$ cat src/rtl/wb_arbiter_2m.sv
// Two-master Wishbone arbiter: round-robin grant, one outstanding slave cycle, and a
// watchdog that aborts a silent slave with ERR_DATA + err so every master request completes.
module wb_arbiter_2m #(
   parameter int unsigned       ADDR_W   = 5,
   parameter int unsigned       DATA_W   = 8,
   parameter int unsigned       TO_W     = 8,
   parameter int unsigned       TIMEOUT  = 200,
   parameter logic [DATA_W-1:0] ERR_DATA = 8'hFF
) (
   input  logic              clk,
   input  logic              reset,
   input  logic              m0_stb_i,
   input  logic              m0_we_i,
   input  logic              m0_sel_i,
   input  logic [ADDR_W-1:0] m0_adr_i,
   input  logic [DATA_W-1:0] m0_dat_i,
   output logic [DATA_W-1:0] m0_dat_o,
   output logic              m0_ack_o,
   output logic              m0_err_o,
   input  logic              m1_stb_i,
   input  logic              m1_we_i,
   input  logic              m1_sel_i,
   input  logic [ADDR_W-1:0] m1_adr_i,
   input  logic [DATA_W-1:0] m1_dat_i,
   output logic [DATA_W-1:0] m1_dat_o,
   output logic              m1_ack_o,
   output logic              m1_err_o,
   output logic              s_cyc_o,
   output logic              s_stb_o,
   output logic              s_we_o,
   output logic              s_sel_o,
   output logic [ADDR_W-1:0] s_adr_o,
   output logic [DATA_W-1:0] s_dat_o,
   input  logic [DATA_W-1:0] s_dat_i,
   input  logic              s_ack_i,
   output logic              timeout_flag_o,
   input  logic              timeout_clr_i
);

   typedef enum logic [1:0] {StIdle, StBusy, StResp} state_e;

   state_e                   r_state, w_state_d;
   logic [1:0]               r_pend;
   logic [1:0]               r_lat_we, r_lat_sel;
   logic [1:0][ADDR_W-1:0]   r_lat_adr;
   logic [1:0][DATA_W-1:0]   r_lat_dat;
   logic [1:0][DATA_W-1:0]   r_mdat;
   logic                     r_gnt, r_last, r_err, r_cyc, r_we, r_sel, r_flag;
   logic [ADDR_W-1:0]        r_adr;
   logic [DATA_W-1:0]        r_dat;
   logic [TO_W-1:0]          r_cnt;
   logic                     w_grant, w_gnt_sel, w_done_ack, w_done_to, w_timeout, w_resp;

   always_ff @(posedge clk) begin
      if (reset) r_state <= StIdle;
      else       r_state <= w_state_d;
   end

   always_comb begin
      w_state_d  = r_state;
      w_grant    = 1'b0;
      w_gnt_sel  = r_gnt;
      w_done_ack = 1'b0;
      w_done_to  = 1'b0;
      w_timeout  = (r_cnt == TO_W'(TIMEOUT - 1));
      unique case (r_state)
         StIdle: begin
            if (|r_pend) begin
               w_grant   = 1'b1;
               // On a tie the master that did not win last time goes first
               w_gnt_sel = (r_pend == 2'b11) ? ~r_last : r_pend[1];
               w_state_d = StBusy;
            end
         end
         StBusy: begin
            if (s_ack_i) begin
               w_done_ack = 1'b1;
               w_state_d  = StResp;
            end else if (w_timeout) begin
               w_done_to = 1'b1;
               w_state_d = StResp;
            end
         end
         StResp:  w_state_d = StIdle;
         default: w_state_d = StIdle;
      endcase
   end

   always_ff @(posedge clk) begin
      if (reset) begin
         r_pend    <= '0;
         r_lat_we  <= '0;
         r_lat_sel <= '0;
         r_lat_adr <= '0;
         r_lat_dat <= '0;
         r_mdat    <= '0;
         r_gnt     <= 1'b0;
         r_last    <= 1'b1;
         r_err     <= 1'b0;
         r_cyc     <= 1'b0;
         r_we      <= 1'b0;
         r_sel     <= 1'b0;
         r_adr     <= '0;
         r_dat     <= '0;
         r_cnt     <= '0;
         r_flag    <= 1'b0;
      end else begin
         if (m0_stb_i && !r_pend[0]) begin
            r_pend[0]    <= 1'b1;
            r_lat_we[0]  <= m0_we_i;
            r_lat_sel[0] <= m0_sel_i;
            r_lat_adr[0] <= m0_adr_i;
            r_lat_dat[0] <= m0_dat_i;
         end
         if (m1_stb_i && !r_pend[1]) begin
            r_pend[1]    <= 1'b1;
            r_lat_we[1]  <= m1_we_i;
            r_lat_sel[1] <= m1_sel_i;
            r_lat_adr[1] <= m1_adr_i;
            r_lat_dat[1] <= m1_dat_i;
         end
         if (w_grant) begin
            r_gnt  <= w_gnt_sel;
            r_last <= w_gnt_sel;
            r_cyc  <= 1'b1;
            r_we   <= r_lat_we[w_gnt_sel];
            r_sel  <= r_lat_sel[w_gnt_sel];
            r_adr  <= r_lat_adr[w_gnt_sel];
            r_dat  <= r_lat_dat[w_gnt_sel];
            r_cnt  <= '0;
         end
         if (r_state == StBusy) r_cnt <= r_cnt + 1'b1;
         if (w_done_ack) begin
            r_cyc         <= 1'b0;
            r_mdat[r_gnt] <= s_dat_i;
         end
         if (w_done_to) begin
            r_cyc         <= 1'b0;
            r_mdat[r_gnt] <= ERR_DATA;
            r_err         <= 1'b1;
         end
         if (r_state == StResp) begin
            r_pend[r_gnt] <= 1'b0;
            r_err         <= 1'b0;
         end
         if (w_done_to)          r_flag <= 1'b1;
         else if (timeout_clr_i) r_flag <= 1'b0;
      end
   end

   assign w_resp         = (r_state == StResp);
   assign m0_ack_o       = w_resp && !r_gnt;
   assign m1_ack_o       = w_resp && r_gnt;
   assign m0_err_o       = m0_ack_o && r_err;
   assign m1_err_o       = m1_ack_o && r_err;
   assign m0_dat_o       = r_mdat[0];
   assign m1_dat_o       = r_mdat[1];
   assign s_cyc_o        = r_cyc;
   assign s_stb_o        = r_cyc;
   assign s_we_o         = r_we;
   assign s_sel_o        = r_sel;
   assign s_adr_o        = r_adr;
   assign s_dat_o        = r_dat;
   assign timeout_flag_o = r_flag;

endmodule

$ cat config.mk
export PLATFORM = sky130hd
export DESIGN_NAME = wb_arbiter_2m
export DESIGN_NICKNAME = d
export VERILOG_FILES = /design/src/rtl/wb_arbiter_2m.sv
export SDC_FILE = /design/constraint.sdc
export NUM_CORES = 1
export LEC_CHECK = 0
export ABC_AREA = 1
export CORE_MARGIN = 5
export CORE_UTILIZATION = 35
export CTS_CLUSTER_DIAMETER = 50
export DETAILED_ROUTE_END_ITERATION = 7
export SYNTH_ARGS = -nofsm -noshare
export SYNTH_HDL_FRONTEND = slang
export SYNTH_SLANG_ARGS = --single-unit
$ cat constraint.sdc
create_clock -name clk -period 2 [get_ports clk]
set_clock_uncertainty 0.05 [all_clocks]
set_input_delay 0.3 -clock clk [delete_from_list [all_inputs] [get_ports clk]]
set_output_delay 0.3 -clock clk [all_outputs]
set_load 0.02 [all_outputs]
==> flow_metrics.env, run 1 <==
export IMPL_status="complete, no violations"
export IMPL_ctsHoldBuffers=0
export IMPL_cp_start_kind="register"
export IMPL_slew_viol_final=0
export IMPL_cts_tree="built"
export IMPL_placementRows=35
export IMPL_placed_cells_incl_taps=630
export IMPL_layout_common_cells="nand2_1, dfxtp_1, clkdlybuf4s50_1"
export IMPL_final_setup_viol_count=0
export IMPL_port_buffers=81
export IMPL_first_global_vias=2949
export IMPL_finalNonFillerCells=645
export IMPL_syn_area_um2=3280
export IMPL_cts_root_buf="clkbuf_8"
export IMPL_syn_avg_cell_area_um2=7.28
export IMPL_drcViolationCount=0
export IMPL_synth_cells=451
export IMPL_fillers=941
export IMPL_peakVddDrop_uv=413
export IMPL_holdWs_ps=404
export IMPL_required_ps=1650
export IMPL_yosysSeqAreaShare_pct=47.5
export IMPL_final_nets=575
export IMPL_clk_latency_ps=340
export IMPL_gp_congestion=0.761
export IMPL_min_path_type="reg2reg"
export IMPL_ioPinCount=82
export IMPL_critPathSlowestCell="dfxtp_1"
export IMPL_worst_ep_arrival_time_ps=1480
export IMPL_end_kind="primary output"
export IMPL_path_cells="inv_1, nor2_1, inv_1, nor2_1, clkdlybuf4s15_1"
export IMPL_regArea_um2=1560
export IMPL_cts_sinks=78
export IMPL_p_per_area_nw_per_um2=817
export IMPL_path_class="reg2out"
export IMPL_fin_crit_ps=1830
export IMPL_detail_route_antenna_nets=0
export IMPL_viasPerCell=4.75
export IMPL_drive_gt1_share_pct=7.49
export IMPL_dr_pass1_iters=6
export IMPL_fmax_mhz=545
export IMPL_yosysTopAreaCell="dfxtp_1"
export IMPL_syn_to_final_growth_pct=33.8
export IMPL_drv_cap=0
export IMPL_clk_pin_slew_ps=80
export IMPL_cts_buffers=9
export IMPL_worst_slack_ps=165
export IMPL_finalCritPeriodShare_pct=91.7
export IMPL_dpl_hpwl_um=5970
export IMPL_yosysWarningCount=0
export IMPL_grtUsageTotal_pct=15.1
export IMPL_final_common_cell="nand2_1"
export IMPL_routed_wl_um=8500
export IMPL_drt_iter0_markers=133
export IMPL_die_x_um=107
export IMPL_fin_area_um2=4390
export IMPL_grt_first_pass_wirelength_um=13900
export IMPL_synth_cell_types=27
export IMPL_synth_top_area_share_pct=47.5
export IMPL_grt_max_degree=56
export IMPL_total_leakage_power_nw=1.82
export IMPL_die_h_um=107
export IMPL_multiInputGateArea_um2=1410
export IMPL_hold_viol_final=0
export IMPL_placed_area_um2=4210
export IMPL_core_area_um2=9200
export IMPL_avgRoutedWirePerCell_um=13.2
export IMPL_synth_seq_cells=78
export IMPL_max_stage_delay_ps=350
export IMPL_antenna_found_initial=0
export IMPL_ctsLongestPathBuffers=2
export IMPL_fin_tns_setup_ps=0
export IMPL_die_area_um2=11400
export IMPL_tightest_slew_ps=538
export IMPL_start_util_pct=35.7
export IMPL_place_ws_ps=184
export IMPL_overflow=0
export IMPL_cp_max_fo=4
export IMPL_synthTopCellsByArea="dfxtp_1, nand2_1, a21oi_1"
export IMPL_syn_nets=496
export IMPL_antenna_cells=0
export IMPL_vias=3066
export IMPL_htreeDepth=3
export IMPL_slew_headroom_pct=64.1
export IMPL_rsz0062_at_grt="false"
-- worst max-delay path, delay by kind of cell, from the launching register on --
kind	cells	cell delay [ps]
simple gates	2	290
buf+inv	3	510
flops	1	350
-- cells in the mapped netlist --
library cell  instances
nor2_2                2
inv_2                 2
nand4_1               1
clkinv_2              1
clkbuf_1             13
dfxtp_1              78
a31oi_1               8
o21ai_2               1
inv_1                54
o21ai_0              54
nor2_8                2
nand3_2               2
nand2_4               3
buf_6                 1
nor3_1                3
nor2_1               37
buf_1                 1
nand2_1             101
buf_2                 5
nor2_4                1
a211oi_1              1
buf_4                 1
nand3_1              18
nand2_2               2
ha_1                  1
nand3_4               1
a21oi_1              57
-- final cells by class --
type                       count  share of cell area, %
sequential                    78                   35.5
clock buffer                  10                   2.91
timing repair buffer          89                   20.0
multi-input combinational    295                   32.1
clock inverter                 5                   1.37
tap                          111                   3.16
inverter                      57                   4.90
-- power breakdown --
group | internal [mW] | switching (mW) | leakage (nW) | total (mW)
Combinational | 0.302 | 0.418 | 1.08 | 0.720
Sequential | 1.67 | 0.0514 | 0.641 | 1.72
Clock | 0.575 | 0.573 | 0.0927 | 1.15
Total | 2.55 | 1.04 | 1.82 | 3.59
-- timing repair --
| item | 4_1_cts | 5_1_grt |
|---|---|---|
| setup buffers | 0 | 0 |
| setup endpoints to repair | 4 | 4 |
| gates resized for setup | 4 | 6 |
| pin swaps | 0 | 0 |
-- cell families (layout without fill, tap and decap cells) --
| family | Yosys count | in the layout | share of synthesized area, % |
|---|---|---|---|
| fa+ha+maj | 1 | 1 | 0.381 |
| flops | 78 | 78 | 47.5 |
| simple gates | 173 | 173 | 23.7 |
| buf+inv | 78 | 161 | 9.49 |
| compound gates | 121 | 121 | 18.9 |
-- layer usage --
metal / GRT usage (%) / up-vias / routed length, um
li1: - / 1602 / -
met1: 19.1 / 1404 / 3880
met2: 25.5 / 56 / 4210
met3: 3.31 / 4 / 327
met4: 4.93 / 0 / 76
met5: 0 / - / 0
-- worst paths after layout --
check                      from            end  slack, ps  depth (start not counted)
setup reg to reg     r_state[0]       r_cnt[2]        470                          6
hold / removal    r_lat_dat[15]  r_lat_dat[15]        400                          2
hold reg to reg   r_lat_dat[15]  r_lat_dat[15]        400                          2
setup / recovery     r_state[1]       m0_ack_o        170                          5
-- metrics by stage --
stage	utilization (%)	total power [mW]
after floorplan	-	2.18
after global placement	45.8	2.48
after detailed placement	45.8	2.48
after CTS	47.8	3.64
after global routing	47.8	3.78
final	47.8	3.59
Power figures use the tool's default switching activity.
==> inputs of run 2 (changes only) <==
--- a/config.mk
+++ b/config.mk
@@ -9,7 +9,9 @@
 export CORE_MARGIN = 5
 export CORE_UTILIZATION = 35
 export CTS_CLUSTER_DIAMETER = 50
+export CTS_CLUSTER_SIZE = 24
 export DETAILED_ROUTE_END_ITERATION = 7
+export SLEW_MARGIN = 15
 export SYNTH_ARGS = -nofsm -noshare
 export SYNTH_HDL_FRONTEND = slang
 export SYNTH_SLANG_ARGS = --single-unit
==> results of run 2 <==
Same layout as run 1: the final DEF is identical, and so are final timing and power.
